File: config.mk
export PLATFORM = sky130hd
export DESIGN_NAME = fir3x_p2s
export DESIGN_NICKNAME = d
export VERILOG_FILES = /design/src/rtl/fir3x_pkg.sv /design/src/rtl/fir3x_p2s_sat.sv /design/src/rtl/fir3x_p2s.sv
export SDC_FILE = /design/constraint.sdc
export NUM_CORES = 1
export LEC_CHECK = 0
export BUFFER_PORTS_ARGS = -buffer_cell sky130_fd_sc_hd__buf_2
export CORE_MARGIN = 5
export CORE_UTILIZATION = 25
export DETAILED_ROUTE_END_ITERATION = 6
export GPL_TIMING_DRIVEN = 1
export PLACE_DENSITY = 0.48
export SYNTH_ARGS = -nofsm -noshare
export SYNTH_HDL_FRONTEND = slang
export SYNTH_HIERARCHICAL = 1
export SYNTH_SLANG_ARGS = --single-unit
File: constraint.sdc
create_clock -name clk -period 2.2 [get_ports clk]
set_input_delay 0.44 -clock clk [delete_from_list [all_inputs] [get_ports clk]]
set_output_delay 0.44 -clock clk [all_outputs]
set_load 0.01 [all_outputs]
File: src/rtl/fir3x_pkg.sv
// fir3x_pkg
// Shared definitions for the 3-lane parallel-to-serial block (fir3x_p2s):
//   W_DEFAULT     default sample width in bits
//   SHIFT_DEFAULT default arithmetic right shift of the scaled build
//                 (coefficient sum 2190 is close to 2^11)
//   lane_t        2-bit lane index type, LANE0..LANE2 are its legal values
//   SAT16_MAX/MIN signed 16-bit limits used by the saturating scaler
package fir3x_pkg;

  localparam int W_DEFAULT     = 32;
  localparam int SHIFT_DEFAULT = 11;

  typedef logic [1:0] lane_t;

  localparam lane_t LANE0 = 2'd0;
  localparam lane_t LANE1 = 2'd1;
  localparam lane_t LANE2 = 2'd2;

  localparam int SAT16_MAX = 32767;
  localparam int SAT16_MIN = -32768;

endpackage

File: src/rtl/fir3x_p2s_sat.sv
// fir3x_p2s_sat
// Purely combinational scaler used by the FIR3X_P2S_SCALE_EN build of
// fir3x_p2s: arithmetic right shift by SHIFT, then clamp into the signed
// 16-bit range and sign-extend back to W bits.
// Ports:
//   din   input  W  signed sample to scale
//   dout  output W  shifted, saturated, sign-extended sample
module fir3x_p2s_sat
  import fir3x_pkg::*;
#(
  parameter int W     = W_DEFAULT,
  parameter int SHIFT = SHIFT_DEFAULT
) (
  input  logic signed [W-1:0] din,
  output logic signed [W-1:0] dout
);

  localparam logic signed [W-1:0] SAT_HI = W'(SAT16_MAX);
  localparam logic signed [W-1:0] SAT_LO = W'(SAT16_MIN);

  logic signed [W-1:0] shifted;

  // Shift first so the clamp sees the scaled value; the comparison is done
  // at full width, so values far outside 16 bits saturate correctly.
  always_comb begin
    shifted = din >>> SHIFT;
    if (shifted > SAT_HI) begin
      dout = SAT_HI;
    end else if (shifted < SAT_LO) begin
      dout = SAT_LO;
    end else begin
      dout = shifted;
    end
  end

endmodule

File: src/rtl/fir3x_p2s.sv
// fir3x_p2s
// Accepts one 3-lane block word (y0,y1,y2 in time order) and emits its
// lanes one per cycle on a valid/ready serial stream. A new word can be
// loaded in the same cycle the last lane of the current word leaves, so a
// continuously fed stream runs at one sample per cycle.
// Build option: define FIR3X_P2S_SCALE_EN to pass every output sample
// through fir3x_p2s_sat (>>> SHIFT, saturate to 16 bits); without it the
// lanes are emitted unmodified. Handshake timing is the same in both builds.
// Ports:
//   clk       input     clock, rising edge
//   reset     input     synchronous, active-low
//   in_valid  input     word present on in_y0..in_y2
//   in_ready  output    word accepted this cycle
//   in_y0..2  input  W  lanes of the word
//   out_valid output    out_data holds a sample
//   out_ready input     downstream takes the sample this cycle
//   out_data  output W  serial sample
//   out_lane  output 2  lane index of out_data
//   out_last  output    high with lane 2
module fir3x_p2s
  import fir3x_pkg::*;
#(
  parameter int W     = W_DEFAULT,
  parameter int SHIFT = SHIFT_DEFAULT
) (
  input  logic                clk,
  input  logic                reset,
  input  logic                in_valid,
  output logic                in_ready,
  input  logic signed [W-1:0] in_y0,
  input  logic signed [W-1:0] in_y1,
  input  logic signed [W-1:0] in_y2,
  output logic                out_valid,
  input  logic                out_ready,
  output logic signed [W-1:0] out_data,
  output lane_t               out_lane,
  output logic                out_last
);

  logic signed [W-1:0] lane0;
  logic signed [W-1:0] lane1;
  logic signed [W-1:0] lane2;
  lane_t               cnt;
  logic                full;

  logic                inFire;
  logic                outFire;
  logic                atLast;
  logic signed [W-1:0] selLane;
  logic signed [W-1:0] scaled;

  assign atLast  = (cnt == LANE2);
  assign outFire = out_valid & out_ready;
  assign inFire  = in_valid & in_ready;

  // The register can take a word when it is empty, or when the last lane is
  // leaving this very cycle. Held low during reset so nothing is accepted
  // while the holding register is being cleared.
  assign in_ready = reset & (~full | (atLast & out_ready));

  // Load has priority: an input transfer while full can only happen on the
  // last-lane output transfer, so reloading covers that case as well.
  always_ff @(posedge clk) begin
    if (!reset) begin
      full  <= 1'b0;
      cnt   <= LANE0;
      lane0 <= '0;
      lane1 <= '0;
      lane2 <= '0;
    end else if (inFire) begin
      full  <= 1'b1;
      cnt   <= LANE0;
      lane0 <= in_y0;
      lane1 <= in_y1;
      lane2 <= in_y2;
    end else if (outFire) begin
      if (atLast) begin
        full <= 1'b0;
        cnt  <= LANE0;
      end else begin
        cnt <= cnt + 2'd1;
      end
    end
  end

  // Lane selection; cnt never reaches 3, so the default arm covers lane 2.
  always_comb begin
    selLane = lane2;
    case (cnt)
      LANE0:   selLane = lane0;
      LANE1:   selLane = lane1;
      default: selLane = lane2;
    endcase
  end

`ifdef FIR3X_P2S_SCALE_EN
  fir3x_p2s_sat #(
    .W     (W),
    .SHIFT (SHIFT)
  ) u_sat (
    .din  (selLane),
    .dout (scaled)
  );
`else
  assign scaled = selLane;
`endif

  // Outputs are forced to their idle values while reset is asserted, even
  // before the first clock edge has cleared the holding register.
  assign out_valid = reset & full;
  assign out_data  = reset ? scaled : '0;
  assign out_lane  = reset ? cnt : LANE0;
  assign out_last  = reset & atLast;

endmodule

==> summary.md <==
| Metric | Value |
|---|---|
| Status | `finished clean` |
| Asr flop ratio synth | `0%` |
| Distinct cell type count of the synthesized netlist | `21` |
| Final ANT Viol Nets | `0` |
| Largest net degree at the start of global routing | `69` |
| First-pass iteration count of the detailed router | `4` |
| DR iter-0 viols | `~120` |
| Filler instances | `1,594` |
| GPL Wtd Cong | `between 0.7 and 0.8` |
| Kind of critical path | `flip-flop to output pin` |
| Slew headroom | `74.5%` |
| First-pass GRT wire length | `17,500 um` |
| RSZ-0062 raised after global routing | `false` |
| Vias/cell | `between 4 and 5` |
| Htree depth | `3` |
| Commonest non-fill, non-tap cell in the layout | `buf_2` |
| Layout Nets | `573` |
| Max Clock Skew | `0.00577 ns` |
| Routed vias | `~3.2k` |
| GRT Total Usage | `between 10% and 20%` |
| Slowest cell delay on critical path | `0.38 ns` |
| Worst IR Drop VDD | `0.353 mV` |
| Initial core utilization | `25.7%` |
| Most frequent cells in the layout | `buf_2 (136), dfxtp_1 (97), a22o_1 (96)` |
| IO Port Bufs | `136` |
| Row Count | `45` |
| Total gr overflow | `0` |
| Hold WC Path Type | `input port to flip-flop` |
| Placed instance area | `4880 um^2` |
| Clk slew on worst S/H paths | `0.06 ns` |
| Overall power | `4.13 mW` |
| Final hold slack | `approximately 0.30 ns` |
| Sequential cell area | `1990 um^2` |
| Hold Vio Cnt, Final | `0` |
| Crit. End Element | `output pin` |
| Clock sinks | `99` |
| CTS Hold Bufs | `0` |
| WL/cell | `16.2 um` |
| Net Count, Synth | `445` |
| Seq/Total Area, Yosys | `50.4%` |
| Design area | `5200 um^2` |
| Non-Filler Instances | `roughly 690` |
| # IOs | `137` |
| Synth Flop Type | `dfxtp_1` |
| Yosys warns | `6` |
| Post-Syn Area per Cell | `roughly 11 um^2` |
| CP Buf/Inv Count | `2` |
| Later-pin clock latency in the skew report | `0.35 ns` |
| Max clock buf depth | `2` |
| #FFs+latches synth | `99` |
| Crit path launch type | `flip-flop` |
| Layout cells sized above 1 | `42.4%` |
| Worst path top cell family by delay | `multiplexers` |
| Total Wirelength | `11,200 um` |
| Full die area | `18,300 um^2` |
| Leak | `2.33 nW` |
| Gate Count Post-Synth | `345` |
| Post-detail-place hpwl | `7720 um` |
| PwrDens | `793 nW/um^2` |
| Die Ht | `approximately 140 um` |
| Minimum clock period after layout | `2.01 ns` |
| CP Max Fanout | `8` |
| CP cell instances | `buf_4 > mux2_2 > mux2i_1 > nor2_1 > buf_2` |
| Initial antenna violation count | `1` |
| Max Slew Vio Count | `0` |
| Core Region | `15,300 um^2` |
| Required time of the critical path | `about 1.8 ns` |
| Placed cell count | `671` |
| Area of the multi-input gates | `1790 um^2` |
| Die Width | `135 um` |
| Residual DRC count | `0` |
| CTS buffer count | `9` |
| P&R area growth vs syn | `32.4%` |
| CP max stage cell | `dfxtp_4` |
| Setup TNS after final layout | `0 ns` |
| Tcrit/Tclk final | `91.5%` |
| Synthesized area | `between 3000 and 4000 um^2` |
| EDFF count, synth | `0` |
| Ant. Diodes | `0` |
| Worst EP arrival | `1.57 ns` |
| Max-cap violations | `0` |
| TritonCTS clock tree | `done` |
| Finish-stage setup viols | `0` |
| Worst Max-Slew Pin Slew | `around 0.38 ns` |
| Root buf cell | `clkbuf_16` |
| Number of global-route vias before repair | `3,312` |
| Fmax | `497 MHz` |
-- cell type report --
type	count	share of cell area (%)
Sequential cell	99	38.2
Inverter	2	0.144
Multi-Input combinational cell	211	34.4
Timing Repair Buffer	150	16.3
Clock buffer	12	5.12
Tap cell	211	5.08
Clock inverter	2	0.674
-- registers in the layout (all words and copies together), names as in the netlist --
register,cells
lane0,32
lane1,32
full,1
cnt,2
lane2,32
-- worst register-to-register path: stages, from the launching register on --
cell	delay, ns
dfxtp_4	0.36
buf_12	0.16
nand3b_1	0.25
a211oi_4	0.34
buf_12	0.30
a22o_1	0.25
-- final timing paths --
| kind | cells after the start | slack, ns | end | startpoint |
|---|---|---|---|---|
| max reg2reg | 5 | 0.47 | lane1[0] | cnt[0] |
| min reg2reg | 1 | 0.48 | lane0[13] | lane0[13] |
| max | 5 | 0.19 | out_data[29] | cnt[0] |
| min | 2 | 0.30 | lane2[20] | in_y2[20] |
-- cell families after synthesis --
family | count (synthesis) | share of synthesized area, %
multiplexers | 64 | 17.3
AND/OR/NAND/NOR | 43 | 4.94
flip-flops | 99 | 50.4
AO/OA/AOI/OAI | 104 | 22.9
buffers and inverters | 35 | 4.36
-- cell usage after synthesis (2+ instances only) --
cell type  count  area share (%)
clkbuf_1      10            0.96
and2_1         3            0.48
mux2i_1       32             8.2
dfxtp_1       99              50
mux2_2        32             9.2
nand2b_1       2            0.32
a22o_1        96              21
nor2_1        33             3.2
buf_2         17             2.2
a21oi_1        4            0.51
nand3b_1       2            0.38
buf_4          5            0.96
a311oi_1       2            0.45
-- through the flow --
step | setup slack, ns | util, %
floorplan | 0.484 | -
global placement | 0.294 | 31.9
detailed placement | 0.250 | 31.9
CTS | 0.0112 | 33.9
global route | 0.0549 | 34.0
finish | 0.186 | 34.0
-- layer usage --
| metal | part of all wire [%] | vias to the layer above | GRT usage [%] | routed length [um] |
|---|---|---|---|---|
| li1 | - | 1543 | - | - |
| met1 | 45 | 1496 | 15.2 | 5060 |
| met2 | 45 | 109 | 18.7 | 5030 |
| met3 | 7.5 | 19 | 5.68 | 838 |
| met4 | 1.8 | 2 | 4.26 | 201 |
| met5 | 0.18 | - | 0 | 20 |
-- what timing repair did --
action / 4_1_cts / 5_1_grt
resized for setup: 1 / 1
endpoints found under the setup margin: 21 / 18
pin swaps: 0 / 0
setup buffers: 2 / 0
-- power breakdown --
group	switching [mW]	internal, mW	leakage (nW)
Sequential	0.0689	1.91	0.815
Combinational	0.254	0.286	1.36
Clock	0.650	0.960	0.151
Total	0.972	3.15	2.33
Note: power is estimated with default switching activity, not from simulation.
